## src/rtl/fetch_buffer_pkg.sv

```systemverilog
// Shared packet type, lane count and default depth for the fetch buffer slice.
package fetch_buffer_pkg;

  localparam int N        = 2;
  localparam int FB_DEPTH = 8;

  typedef struct packed {
    logic        valid;
    logic [31:0] inst;
    logic [31:0] pc;
    logic [31:0] npc;
  } IF_ID_PACKET;

  function automatic int min_int(input int a, input int b);
    return (a < b) ? a : b;
  endfunction

endpackage

```

## src/rtl/fetch_buffer_ram.sv

```systemverilog
// DEPTH x IF_ID_PACKET storage for the fetch buffer: W write ports, W async read ports, no reset.
module fetch_buffer_ram
  import fetch_buffer_pkg::*;
#(
  parameter  int DEPTH = FB_DEPTH,
  parameter  int W     = N,
  localparam int PTR_W = $clog2(DEPTH)
) (
  input  logic                      clock,
  input  logic [W-1:0]              wr_en,
  input  logic [W-1:0][PTR_W-1:0]   wr_addr,
  input  IF_ID_PACKET [W-1:0]       wr_data,
  input  logic [W-1:0][PTR_W-1:0]   rd_addr,
  output IF_ID_PACKET [W-1:0]       rd_data
);

  IF_ID_PACKET mem [DEPTH];

  always_ff @(posedge clock) begin
    for (int i = 0; i < W; i++) begin
      if (wr_en[i]) begin
        mem[wr_addr[i]] <= wr_data[i];
      end
    end
  end

  always_comb begin
    for (int i = 0; i < W; i++) begin
      rd_data[i] = mem[rd_addr[i]];
    end
  end

endmodule

```

## src/rtl/fetch_buffer.sv

```systemverilog
// W-wide in-order instruction queue between IF and decode; flushed on squash.
// Optional same-cycle enq->deq bypass when FETCH_BUFFER_BYPASS_EN is defined.
module fetch_buffer
  import fetch_buffer_pkg::*;
#(
  parameter  int DEPTH = FB_DEPTH,
  parameter  int W     = N,
  localparam int PTR_W = $clog2(DEPTH),
  localparam int OCC_W = $clog2(DEPTH + 1),
  localparam int CNT_W = $clog2(W + 1)
) (
  input  logic                clock,
  input  logic                reset_n,
  input  logic                squash,
  input  IF_ID_PACKET [W-1:0] enq_packet,
  input  logic [W-1:0]        enq_valid,
  output logic                enq_ready,
  output IF_ID_PACKET [W-1:0] deq_packet,
  output logic [W-1:0]        deq_valid,
  input  logic [CNT_W-1:0]    deq_count,
  output logic [OCC_W-1:0]    occupancy
);

  logic [PTR_W-1:0]          head, tail, head_nxt, tail_nxt;
  logic [OCC_W-1:0]          occ_nxt;
  logic                      accept;
  IF_ID_PACKET [W-1:0]       comp;
  logic [W-1:0]              wr_en;
  logic [W-1:0][PTR_W-1:0]   wr_addr;
  IF_ID_PACKET [W-1:0]       wr_data;
  logic [W-1:0][PTR_W-1:0]   rd_addr;
  IF_ID_PACKET [W-1:0]       rd_data;
  int                        n_in, push_total, occ_i, avail, pop, stored_pop, byp_pop;

  fetch_buffer_ram #(.DEPTH(DEPTH), .W(W)) u_ram (
    .clock   (clock),
    .wr_en   (wr_en),
    .wr_addr (wr_addr),
    .wr_data (wr_data),
    .rd_addr (rd_addr),
    .rd_data (rd_data)
  );

  // Lanes are compacted so stored entries stay contiguous; bypassed lanes sit behind stored ones
  // and are consumed first from the stored side, so only the unpopped tail of comp is written.
  always_comb begin
    enq_ready  = (DEPTH - int'(occupancy)) >= W;
    accept     = enq_ready && !squash && reset_n;
    comp       = '0;
    n_in       = 0;
    for (int i = 0; i < W; i++) begin
      if (enq_valid[i]) begin
        for (int k = 0; k < W; k++) begin
          if (k == n_in) comp[k] = enq_packet[i];
        end
        n_in = n_in + 1;
      end
    end
    push_total = accept ? n_in : 0;
    occ_i      = int'(occupancy);

    deq_packet = '0;
    deq_valid  = '0;
    avail      = 0;
    for (int i = 0; i < W; i++) begin
      rd_addr[i] = head + PTR_W'(i);
      if (i < occ_i) begin
        deq_packet[i]       = rd_data[i];
        deq_packet[i].valid = 1'b1;
        deq_valid[i]        = 1'b1;
        avail               = avail + 1;
      end
`ifdef FETCH_BUFFER_BYPASS_EN
      else if (occ_i < W && !squash) begin
        for (int j = 0; j < W; j++) begin
          if (j == i - occ_i && j < push_total) begin
            deq_packet[i]       = comp[j];
            deq_packet[i].valid = 1'b1;
            deq_valid[i]        = 1'b1;
            avail               = avail + 1;
          end
        end
      end
`endif
    end

    pop        = min_int(int'(deq_count), avail);
    stored_pop = min_int(pop, occ_i);
    byp_pop    = pop - stored_pop;

    for (int k = 0; k < W; k++) begin
      wr_en[k]   = 1'b0;
      wr_data[k] = '0;
      wr_addr[k] = tail + PTR_W'(k);
      for (int j = 0; j < W; j++) begin
        if (j == byp_pop + k && j < push_total) begin
          wr_en[k]   = 1'b1;
          wr_data[k] = comp[j];
        end
      end
    end

    head_nxt = head + PTR_W'(stored_pop);
    tail_nxt = tail + PTR_W'(push_total - byp_pop);
    occ_nxt  = OCC_W'(occ_i + push_total - pop);
  end

  // Squash wins over any push or pop in the same cycle.
  always_ff @(posedge clock or negedge reset_n) begin
    if (!reset_n) begin
      head      <= '0;
      tail      <= '0;
      occupancy <= '0;
    end else if (squash) begin
      head      <= '0;
      tail      <= '0;
      occupancy <= '0;
    end else begin
      head      <= head_nxt;
      tail      <= tail_nxt;
      occupancy <= occ_nxt;
    end
  end

endmodule

```

## config.mk

```make
export PLATFORM = sky130hd
export DESIGN_NAME = fetch_buffer
export DESIGN_NICKNAME = d
export VERILOG_FILES = /design/src/rtl/fetch_buffer_pkg.sv /design/src/rtl/fetch_buffer_ram.sv /design/src/rtl/fetch_buffer.sv
export SDC_FILE = /design/constraint.sdc
export NUM_CORES = 2
export LEC_CHECK = 0
export BUFFER_PORTS_ARGS = -buffer_cell sky130_fd_sc_hd__buf_2
export CAP_MARGIN = 5
export CORE_UTILIZATION = 45
export DETAILED_ROUTE_END_ITERATION = 8
export PLACE_DENSITY = 0.67
export SLEW_MARGIN = 30
export SYNTH_ARGS = -nofsm -noshare
export SYNTH_HDL_FRONTEND = slang
export SYNTH_HIERARCHICAL = 1
export SYNTH_SLANG_ARGS = --single-unit
```

## constraint.sdc

```tcl
create_clock -name clock -period 12.3 [get_ports clock]
set_input_delay 2.46 -clock clock [delete_from_list [all_inputs] [get_ports clock]]
set_output_delay 2.46 -clock clock [all_outputs]
set_load 0.01 [all_outputs]
```

---- Word level (Yosys, flattened, before mapping) ----
Memory sizes are Yosys's and may differ from the RTL's.
Cells that the tools add are included.
Widths: inputs -> output; s select.
word-level totals
  register bits ........................... 10
  bits in writable memories ............... 776
  output and inout bits ................... 201
  logic and storage cells ................. 66
  memories ................................ 1
cells by class
  $add $sub $neg .......................... 12
  magnitude comparators ................... 7
  equality and inequality tests ........... 3
  muxes and demuxes ....................... 30
  reduce and logical (&&, ||, !) cells .... 10
memory list
  name       depth  bits a word  read ports  clocked after memory_dff  write ports  line                    RTL
  u_ram.mem  8      97           2           0                         2            fetch_buffer_ram.sv:17  IF_ID_PACKET mem [DEPTH];
operator list
  operator               number
  $mux 97                9
  $mux 194               1
  $mux 32                5
  $add 32x2->32 const B  3
  $eq 2x32->1 const A    3
  $logic_not 32->1       3
  $lt 1x32->1 const A    1
  $lt 2x32->1 const A    1
  $lt 3x32->1            1
  $lt 32x5->1            1
  $sub 32x32->32         1
  $mux 1                 12
  $lt 1x4->1 const A     2
  $add 3x1->3 const B    2
  $add 3x3->3            2
  $logic_and 1x1->1      6
  $mux 3                 2
  $ge 5x3->1 const B     1
  $sub 4x4->5 const A    1
  $add 4x4->4            1
  $mux 4                 1
  $sub 4x4->4            1
  $sub 3x3->3            1
  $logic_not 1->1        1

---- Logic depth before layout (Yosys ltp) ----
  depth after elaboration ................. 16
  mapped depth ............................ 27
  mapped depth without buffers ............ 22

---- By module ----
Netlist, hierarchy kept.
by module, submodules not included
  module            times used  cells each  area an instance (sq um)  seq. area each (sq um)
  fetch_buffer_ram  1           2354        44081.0                   23302.3
  fetch_buffer      1           609         4655.7                    250.2

---- Least setup slack after synthesis ----
No wires, ideal clock.
  path kind ............................... input port to flip-flop
  start point ............................. input port deq_count[1]
  end point ............................... memory u_ram/mem[0][0] (netlist bit), enable pin
  library setup time ...................... 696 ps
  arrival time ............................ 12417 ps
  slack ................................... -812 ps
  cell stages on the path ................. 18
  path through ............................ ha_1 > ha_1 > nor2b_1 > o21ai_1 > nand2_1 > nor2_1 > a21o_1 > inv_1 > ha_1 > a21oi_1 > nor2_1 > ha_1 > nor3b_1 > and2_1 > nand3_1 > nor3b_1 > nand2b_1 > o31ai_1
RTL lines
  element          line                    RTL
  start, declared  fetch_buffer.sv:20      input logic [CNT_W-1:0] deq_count,
  end, declared    fetch_buffer_ram.sv:17

==> impl_metrics.csv <==
group,metric,value,unit
clock_tree,cts_resized,0,
logic_synthesis,yosysWarningCount,6,
place,dpl.hpwl,81500,um
sta,whs,0.829,ns
worst_setup_path,crit_required,12.58,ns
finish,drive_gt1_share,59.4,%
pwr,peakVddDrop,0.512,mV
place,dpl_cell_area,0.0516,sq mm
clock_tree,clock_latency,0.67,ns
sta,finalHoldViolations,0,
sta,slew_headroom,28.7,%
global_route,overflow,0,
global_route,antenna_found_initial,38,
clock_tree,cts_hold_buf,0,
worst_setup_path,arrival,8.89,ns
worst_setup_path,crit_type,"input port to flop",
clock_tree,cts.clk_slew.worst_paths,0.06,ns
worst_setup_path,reg2reg_to,"u_ram/mem[5][19]",
die,rows,119,
run_status,status,"finished, final reports clean",
clock_tree,numCtsBuffers,89,
global_route,grt_max_degree,141,
finish,fillCellCount,8690,
worst_setup_path,start_kind,"input port",
sta,worst_pin_slew,1.07,ns
worst_setup_path,rr_worst_depth,23,
global_route,grt_pass1_vias,33600,
clock_tree,post_cts_buffers,0,
pwr,p_leak,16.7,nW
finish,area_delta_synth_final,13.0,%
detailed_routing,routed_wl,157000,um
sta,final.setup.worst_slack,3.70,ns
sta,setup_viol,0,
sta,min_period,8.60,ns
hold_path,min_path_type,"flop to flop",
worst_setup_path,reg2reg_from,"occupancy[2]",
finish,postLayoutCellArea,0.0545,sq mm
logic_synthesis,postSynthAreaPerCell,16.4,sq um
detailed_routing,first_pass_iters,6,
detailed_routing,drt_iter0_drc,3202,
clock_tree,ctsRootBufferMaster,"clkbuf_16",
die,dieHeight,330,um
sta,fmax,0.116,GHz
clock_tree,cts.path.max_buffers,3,
global_route,grt_first_pass_wirelength,225000,um
sta,rsz0062_at_grt,"false",
die,ios,402,
detailed_routing,avgViaCountPerCell,6.67,
detailed_routing,wire_per_inst,33.4,um
logic_synthesis,mappedNetlistArea,0.0483,sq mm
pwr,power.density,175,mW/mm^2
sta,finClkSkew,0.0214,ns
die,dieArea,0.109,sq mm
sta,maxSlewViolCount,0,
run,maxCapViolCount,0,
place,routabilityCongestion,0.803,
worst_setup_path,crit_start,"deq_count[1]",
worst_setup_path,rrSetupSlack,3.82,ns
global_route,grt.total_usage,28.6,%
die,die_x,330,um
worst_setup_path,endpoint,"u_ram/mem[5][19]",
finish,fin_nets,3440,
detailed_routing,route.detailed.drc,0,
logic_synthesis,synth_nets,3168,
place,placement.io_buffers,399,
sta,min_period_over_period,69.9,%
clock_tree,htree_levels,3,
die,design.core.area,0.106,sq mm
die,initial_core_util,45.6,%
clock_tree,clkSinkCount,778,
clock_tree,cts_tree,"done",
worst_setup_path,cp-end-kind,"flop",
worst_setup_path,cp_max_fo,34,
detailed_routing,antenna_left,0,
place,dp_slack,3.10,ns
detailed_routing,vias,31300,
logic_synthesis,synth_cells,2939,
## layout by cell type (no fill, tap or decap), types with 5 or more instances in the layout
cell and n:
a21oi_1 8, a22o_1 97, a32o_1 96, and2_1 196, buf_12 11, buf_2 399
buf_4 37, buf_6 5, bufinv_16 8, clkbuf_1 17, clkbuf_16 92, clkinv_1 24
clkinv_2 12, dfrtp_1 7, diode_2 20, edfxtp_1 768, fa_1 6, ha_1 21
inv_1 20, mux2_2 941, mux2_4 19, mux4_2 384, nand2_1 8, nor2_1 12
nor2b_1 9, xnor2_1 6
## registers in the layout, summed over array words and instances (netlist names)
signal and cells:
head 3, tail 3, occupancy 4, u_ram/mem 768
## stage by stage
step | util, % | power (mW) | cells | setup TNS, ns
3_5_place_dp | 48.8 | 6.92 | 4510 | 0
5_1_grt | 51.5 | 9.89 | 4681 | 0
2_1_floorplan | - | 5.34 | 2939 | -108.69
6_report | 51.5 | 9.52 | 4692 | 0
3_3_place_gp | 48.7 | 6.88 | 4506 | 0
4_1_cts | 51.4 | 9.55 | 4671 | 0
## report_power, final
group / leakage (nW) / internal (mW) / total (mW) / switching (mW)
combinational: 9.78 / 1.39 / 3.88 / 2.49
clock: 1.37 / 1.53 / 2.63 / 1.10
sequential: 5.54 / 2.95 / 3.01 / 0.0652
## how the worst min path moves through the flow
stage | startpoint | end | cells past startpoint
3_5_place_dp | occupancy[0] | occupancy[0] | 2
6_report | occupancy[0] | occupancy[0] | 2
5_1_grt | occupancy[0] | occupancy[0] | 2
4_1_cts | occupancy[0] | occupancy[0] | 2
2_1_floorplan | head[0] | head[0] | 2
3_3_place_gp | occupancy[0] | occupancy[0] | 2
## critical path, cell delays in order
cell and delay, ns:
buf_2 0.11, ha_1 0.22, ha_1 0.29, nor2b_1 0.15
o21ai_1 0.25, nand2_1 0.17, o21ai_0 0.37, ha_1 0.22
inv_1 0.04, a21oi_1 0.25, nor2_1 0.09, ha_1 0.30
nor3b_1 0.25, a21boi_1 0.36, a21oi_1 0.14, nor4bb_2 0.69
nand4b_1 0.63, o21ai_4 0.49, buf_4 0.61, buf_4 0.66
## area by class of cell
class                           instances  area, sq um  share of cell area, %
Sequential cell                       778        23300                   42.8
Inverter                               22         90.1                  0.165
Clock inverter                         52          463                  0.849
Multi-Input combinational cell       1864        23800                   43.7
Tap cell                             1391         1740                   3.19
Clock buffer                          109         2370                   4.34
Timing Repair Buffer                  456         2660                   4.88
Antenna cell                           20         50.0                 0.0918
## metal layers
layer / part of all wire, % / global-route usage [%] / up-vias
li1: - / - / 12800
met1: 37 / 35.5 / 16400
met2: 50 / 48.5 / 1644
met3: 9.5 / 6.25 / 418
met4: 4.1 / 11.5 / 34
met5: 0.13 / 0 / -
Power figures use the tool's default switching activity.
